File: src/rtl/pipe_hazard_ctrl.sv
// rtl/pipe_hazard_ctrl.sv - load-use, redirect and busy-hold controller with watchdog and event counters
module pipe_hazard_ctrl #(
  parameter int CNT_W    = 32,
  parameter int MAX_BUSY = 64
) (
  input  logic             clk,
  input  logic             rst,
  input  logic [4:0]       if_id_rs1,
  input  logic [4:0]       if_id_rs2,
  input  logic             if_id_uses_rs2,
  input  logic             id_ex_MemRead,
  input  logic [4:0]       id_ex_wr,
  input  logic             ex_branch_taken,
  input  logic             ex_busy,
  output logic             PCWrite,
  output logic             IF_ID_Write,
  output logic             IF_Flush,
  output logic             ID_Flush,
  output logic             ID_EX_Write,
  output logic             busy_timeout,
  output logic [CNT_W-1:0] stall_cnt,
  output logic [CNT_W-1:0] flush_cnt,
  output logic [CNT_W-1:0] busy_cnt
);

  localparam int RUN_W = $clog2(MAX_BUSY) + 1;
  localparam logic [RUN_W-1:0] RUN_MAX = RUN_W'(MAX_BUSY);
  localparam logic [CNT_W-1:0] CNT_MAX = '1;

  typedef enum logic [1:0] {RUN, HOLD, REDIRECT} state_t;

  state_t           state, state_next;
  logic [RUN_W-1:0] run_cnt, run_next;
  logic             lu, br;
  logic             inc_stall, inc_flush, inc_busy, set_timeout;

  // Hazard decode, priority resolution (br > busy > lu) and pipeline control outputs
  always_comb begin
    lu = id_ex_MemRead && (id_ex_wr != 5'd0) &&
         ((id_ex_wr == if_id_rs1) || (if_id_uses_rs2 && (id_ex_wr == if_id_rs2)));
    // EX holds the bubble while redirecting, so a stale taken flag there is ignored
    br = ex_branch_taken && (state != REDIRECT);

    PCWrite     = 1'b1;
    IF_ID_Write = 1'b1;
    IF_Flush    = 1'b0;
    ID_Flush    = 1'b0;
    ID_EX_Write = 1'b1;
    state_next  = RUN;
    run_next    = '0;
    inc_stall   = 1'b0;
    inc_flush   = 1'b0;
    inc_busy    = 1'b0;
    set_timeout = 1'b0;

    if (rst) begin
      PCWrite     = 1'b0;
      IF_ID_Write = 1'b0;
      IF_Flush    = 1'b1;
      ID_Flush    = 1'b1;
    end else if (br) begin
      IF_Flush   = 1'b1;
      ID_Flush   = 1'b1;
      state_next = REDIRECT;
      inc_flush  = 1'b1;
    end else if (ex_busy) begin
      PCWrite     = 1'b0;
      IF_ID_Write = 1'b0;
      ID_EX_Write = 1'b0;
      state_next  = HOLD;
      inc_busy    = 1'b1;
      run_next    = (run_cnt == RUN_MAX) ? run_cnt : run_cnt + RUN_W'(1);
      // This busy cycle brings the consecutive run up to the limit
      set_timeout = (run_cnt >= RUN_MAX - RUN_W'(1));
    end else if (lu) begin
      PCWrite     = 1'b0;
      IF_ID_Write = 1'b0;
      ID_Flush    = 1'b1;
      inc_stall   = 1'b1;
    end
  end

  // State, watchdog run length, sticky timeout and saturating event counters
  always_ff @(posedge clk) begin
    if (rst) begin
      state        <= RUN;
      run_cnt      <= '0;
      busy_timeout <= 1'b0;
      stall_cnt    <= '0;
      flush_cnt    <= '0;
      busy_cnt     <= '0;
    end else begin
      state        <= state_next;
      run_cnt      <= run_next;
      busy_timeout <= busy_timeout | set_timeout;
      if (inc_stall && (stall_cnt != CNT_MAX)) stall_cnt <= stall_cnt + CNT_W'(1);
      if (inc_flush && (flush_cnt != CNT_MAX)) flush_cnt <= flush_cnt + CNT_W'(1);
      if (inc_busy  && (busy_cnt  != CNT_MAX)) busy_cnt  <= busy_cnt  + CNT_W'(1);
    end
  end

endmodule

File: config.mk
export PLATFORM = sky130hd
export DESIGN_NAME = pipe_hazard_ctrl
export DESIGN_NICKNAME = d
export VERILOG_FILES = /design/src/rtl/pipe_hazard_ctrl.sv
export SDC_FILE = /design/constraint.sdc
export NUM_CORES = 1
export LEC_CHECK = 0
export CAP_MARGIN = 15
export CORE_MARGIN = 2
export CORE_UTILIZATION = 40
export CTS_CLUSTER_DIAMETER = 100
export DETAILED_ROUTE_END_ITERATION = 10
export PLACE_DENSITY = 0.73
export SLEW_MARGIN = 20
export SYNTH_ARGS = -nofsm -noshare
export SYNTH_HDL_FRONTEND = slang
export SYNTH_SLANG_ARGS = --single-unit
File: constraint.sdc
create_clock -name clk -period 2.6 [get_ports clk]
set_clock_uncertainty 0.1 [all_clocks]
set_input_delay 0.39 -clock clk [delete_from_list [all_inputs] [get_ports clk]]
set_output_delay 0.39 -clock clk [all_outputs]
set_load 0.1 [all_outputs]
# Word level (Yosys, flattened, before mapping)

Index checks and enable logic that the tools add are counted.

Output and inout port bits: 102
Bits of input ports: 21
Logic and storage cells: 56
Flip-flop bits (word level): 106

$add $sub $neg: 4
Eq/ne operators: 7
Magnitude comparators: 1
Muxes and demuxes: 24
Bitwise operators: 2
Reduce and logical (&&, ||, !) cells: 11

Operators by type and width:

| operator                                                              | count |
|---|---|
| 32-bit by 1-bit adder with 32-bit output, second input constant       | 3 |
| 32-bit inequality test, second input constant                         | 3 |
| 1-bit two-way mux                                                     | 23 |
| 5-bit equality test                                                   | 2 |
| 7-bit by 1-bit adder with 7-bit output, second input constant         | 1 |
| 7-bit equality test, second input constant                            | 1 |
| 7-bit by 6-bit >= comparator with 1-bit output, second input constant | 1 |
| 1-bit logical AND                                                     | 7 |
| 5-bit nonzero test                                                    | 1 |
| 3-bit OR reduction                                                    | 1 |
| 2-bit two-way mux                                                     | 1 |
| 2-bit inequality test, second input constant                          | 1 |
| 2-bit OR reduction                                                    | 1 |
| 1-bit logical OR                                                      | 1 |
| 1-bit NOT                                                             | 1 |
| 1-bit OR                                                              | 1 |

# Longest topological paths before layout

Depth in word-level cells: 9
Gate-level depth with buffers: 9
Depth with buffers taken out: 7

# Least setup slack after synthesis

OpenSTA, ideal clock, no wires.

Path type: input to output
Start point: in id_ex_wr[4]
End point: out ID_Flush
Data required time: 2.110 ns
Cell stages on the path: 4
Arrival time: 4.464 ns
Buffers on the path: 0
Path slack: -2.354 ns
Cell sequence: xor2_1 nor4_2 a32oi_1 o311ai_0

Longest elaborated chain between the ends: 8
Elaborated cells between the ends (all ways): 11
Classes of those cells: 2 x eq/ne; 4 x mux; 5 x reduce/logical

Ends and longest elaborated chain:

| element               | RTL line | source |
|---|---|---|
| start: declaration    | 12       | `input logic [4:0] id_ex_wr,` |
| 5-bit equality test   | 40       | `((id_ex_wr == if_id_rs1) \|\| (if_id_uses_rs2 && (id_ex_wr == if_id_rs2)));` |
| 1-bit logical AND     | 40       |  |
| 1-bit logical OR      | 40       |  |
| 1-bit logical AND (*) | 39       | `lu = id_ex_MemRead && (id_ex_wr != 5'd0) &&` |
| 1-bit two-way mux (*) | 75       | `end else if (lu) begin` |
| 1-bit two-way mux (*) | 66       | `end else if (ex_busy) begin` |
| 1-bit two-way mux (*) | 61       | `end else if (br) begin` |
| 1-bit two-way mux (*) | 56       | `if (rst) begin` |
| end: declaration      | 18       | `output logic ID_Flush,` |

Every way passes the cells marked *; elsewhere a longest branch is shown, timed or not.

# Worst setup path in the final report

Start point: in id_ex_wr[2]
End point: out ID_Flush

The elaborated chain is that of the path after synthesis.

==> Implementation_results.wiki <==
{| class="wikitable"
! Metric !! Value
|-
| Result of the run || finished clean
|-
| Combinational family with the most area after synthesis || simple AND/OR/NAND/NOR gates
|-
| Sink Count || about 110
|-
| Total global routing overflow || 0
|-
| Clock period minus worst slack || 2.52 ns
|-
| Area growth, synth to finish || 36.8%
|-
| Final setup violating endpoints || 0
|-
| Measured slew at the worst slew-check pin || 1.03 ns
|-
| R2R Setup Slk || 0.18 ns
|-
| Final hold viol count || 0
|-
| Synth Area in Compound Gates || 10.0%
|-
| Worst slew margin || 31.1%
|-
| Worst reg2reg path startpoint || stall_cnt[4]
|-
| Starting Density || 41.4%
|-
| CP bufs+invs || 5
|-
| Antenna Cells || 0
|-
| Internal cell power || around 2500 uW
|-
| Number of synthesized flops with an enable pin || 0
|-
| Pin count of the biggest net entering global routing || 97
|-
| # H-tree levels || 3
|-
| Arrival time at the worst endpoint || a little over 2 ns
|-
| DR pass1 iterations || 4
|-
| RD Place Congestion || 0.887
|-
| Post-Place Setup Slack || -0.447 ns
|-
| RSZ-0062 raised after global routing || no
|-
| Critical-path cell list || dlygate4sd2_1, buf_4, or4_4, o21ai_4, buf_6, buf_4, o311ai_4, buf_12
|-
| Worst setup margin || slightly below 0.08 ns
|-
| Ratio of cells with drive above 1 in the final layout || between 30% and 40%
|-
| Share of power burned in the clock network || 43.6%
|-
| Hold depth || 2
|-
| CTS hold repair buffers || 0
|-
| Final nets || approximately 800
|-
| TritonCTS buffer count || 9
|-
| Worst reg-to-reg path cell count || 7
|-
| Wirelength, routed || roughly 14000 um
|-
| Core footprint || 12700 um^2
|-
| Sequential Area || 2230 um^2
|-
| Total of max-cap violations || 0
|-
| Setup CP Type || input port to output pin
|-
| Clock Pin Slew Worst Setup and Hold Paths || 0.07 ns
|-
| Height of the die || 119 um
|-
| Core utilization of the finished layout || 56.6%
|-
| Hold/Removal Path Class || flop to flop
|-
| Sequential fraction of the synthesis area || between 40% and 50%
|-
| Mapped Cells || approximately 640
|-
| TritonCTS clock tree || built
|-
| Area used by multi-input combinational logic || approximately 3100 um^2
|-
| Number of DRC markers after the initial detailed-route iteration || between 300 and 400
|-
| Detailed-placement wirelength estimate || 9920 um
|-
| Final hold slack || between 0.3 and 0.4 ns
|-
| Sw Ratio || 24.0%
|-
| Mapped Nets || approximately 660
|-
| Main synth FF type || dfxtp_1
|-
| Clock root buffer master || clkbuf_16
|-
| First-pass GRT wire length || 23600 um
|-
| Synthesized-area fraction occupied by and/or/nand/nor cells || 32.5%
|-
| Multiplexer fraction of the synthesized cell area || 1.21%
|-
| Leakage power total || 0.00262 uW
|-
| Global-route total usage across every layer || 20.1%
|-
| Average wire per standard cell || roughly 15 um
|-
| Capturing element type of the critical path || output pin
|-
| Critical Path Fanout Max || 2
|-
| Master of the slowest instance on the critical path || or4_4
|-
| Kind of cell adding the most delay to the critical path || buffers and inverters
|-
| Data required time of the worst path || 2.11 ns
|-
| Total count of max-transition violations in the final report || 0
|-
| Number of distinct standard cells referenced by the synthesized netlist || 42
|-
| End of the worst hold path || stall_cnt[15]
|-
| Net switching component of the power || 798 uW
|-
| Netlist area before placement || around 5300 um^2
|-
| Die boundary width || 119 um
|-
| I/O pins || 123
|-
| Drc violations || 0
|-
| Ratio of routed vias to standard cells || 5.46
|-
| Fraction of synthesized cell area in xor and xnor cells || a little under an eighth
|-
| Nature of the critical path startpoint || input port
|-
| Area share of fa/ha/maj cells after synthesis || between 1 and 1.5%
|-
| Flop pwr share || roughly half
|-
| Post-Synthesis Mean Instance Area || 8.26 um^2
|-
| Asr flop ratio synth || 0%
|-
| Number of storage elements in the synthesis netlist || 106
|-
| Warning count from the yosys run || 0
|-
| Antenna violations before repair || 0
|-
| Share of the clock period used by the worst path after layout || 97.0%
|-
| DRT antenna net count || 0
|-
| # port buffers || 122
|-
| Worst-skew pair later-pin latency || between 0.3 and 0.4 ns
|-
| Count of vias placed by the detailed router || ~5.2k
|-
| Total power per unit cell area || 461 nW/um^2
|-
| Worst hold start || stall_cnt[15]
|-
| R2r endpoint || stall_cnt[27]
|-
| Final-layout fill cell count || between 1k and 1.5k
|-
| Top achievable clock speed || 397 MHz
|-
| Number of core rows || 41
|-
| Fraction of power consumed by combinational cells || under 10%
|-
| Area of the die || 14100 um^2
|-
| Worst vdd ir || 0.000375 V
|-
| CP peak stage delay || between 0.5 and 0.6 ns
|-
| Clock tree buffer depth || 2
|-
| Vias in the first global route || about 5.0k
|-
| Cell repeated most along the worst path || buf_4
|}
[tightest hold or removal path: cells and delay by family, from the launching register on]
family,cells,cell delay [ns]
flip-flops,1,0.33
AO/OA/AOI/OAI,2,0.12
[layout by cell type, fill, tap and decap left out, drive strengths merged, types with 19 or more instances in the layout]
cell,synthesis,final
nand3,44,44
or3,25,25
xnor2,49,49
or4,19,19
a21oi,39,39
buf,6,136
nand4,22,22
o21ai,22,22
dfxtp,106,106
xor2,19,19
nor2,75,75
nand2,42,42
nor3,28,28
[registers in the layout, summed over array words and instances (netlist names)]
signal        cells
run_cnt           7
busy_timeout      1
stall_cnt        32
busy_cnt         32
state             2
flush_cnt        32
[cell usage after synthesis (all sizes together), types with 11 or more instances]
cell type / count / area, um^2
a21oi: 39 / 195
xor2: 19 / 166
nor4: 15 / 100
nand2: 42 / 158
o21ai: 22 / 110
nand4: 22 / 138
or4: 19 / 143
inv: 14 / 52.6
or3: 25 / 156
nand3: 44 / 220
nor2: 75 / 282
dfxtp: 106 / 2120
o31ai: 16 / 120
clkbuf: 23 / 86.3
nor3: 28 / 140
and4: 12 / 105
and3: 11 / 68.8
xnor2: 49 / 429
[power by group through the flow]
stage | clock network, uW | logic, uW | registers (uW)
2_1_floorplan | 0 | 116 | 1690
3_3_place_gp | 0 | 234 | 1660
3_5_place_dp | 0 | 239 | 1660
4_1_cts | 1490 | 247 | 1630
5_1_grt | 1550 | 262 | 1630
6_report | 1450 | 247 | 1630
[metrics by stage]
stage	instances	TNS [ns]	total power (uW)	instance area, um^2
6_report	952	0	3320	7200
3_5_place_dp	933	-12.26	1900	6770
3_3_place_gp	933	-10.46	1900	6770
4_1_cts	950	0	3360	7130
5_1_grt	952	0	3440	7200
2_1_floorplan	637	-0.249	1810	5420
[layout make-up]
type	count	area share, %
clock inverters	6	0.956
flip-flops and latches	106	31.0
clock buffers	10	3.48
inverters	14	0.730
multi-input cells	488	42.5
repair buffers	156	18.3
well taps	172	2.99
[logic make-up (layout without fill, tap and decap cells)]
kind of cell	after synthesis	count (layout)
AO/OA/AOI/OAI	89	89
XOR/XNOR	68	68
adder cells (fa/ha/maj)	5	5
buffers and inverters	43	186
flip-flops	106	106
multiplexers	6	6
AND/OR/NAND/NOR	320	320
[worst max path at each step]
stage                         end    startpoint  cells past startpoint  slack [ns]
global placement    stall_cnt[27]   id_ex_wr[4]                      8       -0.38
CTS                   IF_ID_Write  if_id_rs2[2]                      8        0.02
finish                   ID_Flush   id_ex_wr[2]                      8        0.08
floorplan                ID_Flush   id_ex_wr[4]                      4       -0.25
detailed placement  stall_cnt[27]   id_ex_wr[4]                      8       -0.45
global route          IF_ID_Write  if_id_rs2[4]                      8        0.02
[routing by layer]
layer	routed length [um]	part of all wire (%)	track usage, %	up-vias
li1	-	-	-	2575
met1	5980	43	23.8	2464
met2	7100	51	35.7	141
met3	763	5.4	5.50	14
met4	186	1.3	5.21	0
met5	0	0	0	-
[repair_timing]
item                       in CTS  in global routing
setup endpoints to repair      23                 24
gates cloned                    0                  1
hold endpoints to repair        0                  0
pin swaps                       2                  6
setup buffers                   1                  1
gates resized for setup        12                 10
Power figures use the tool's default switching activity.
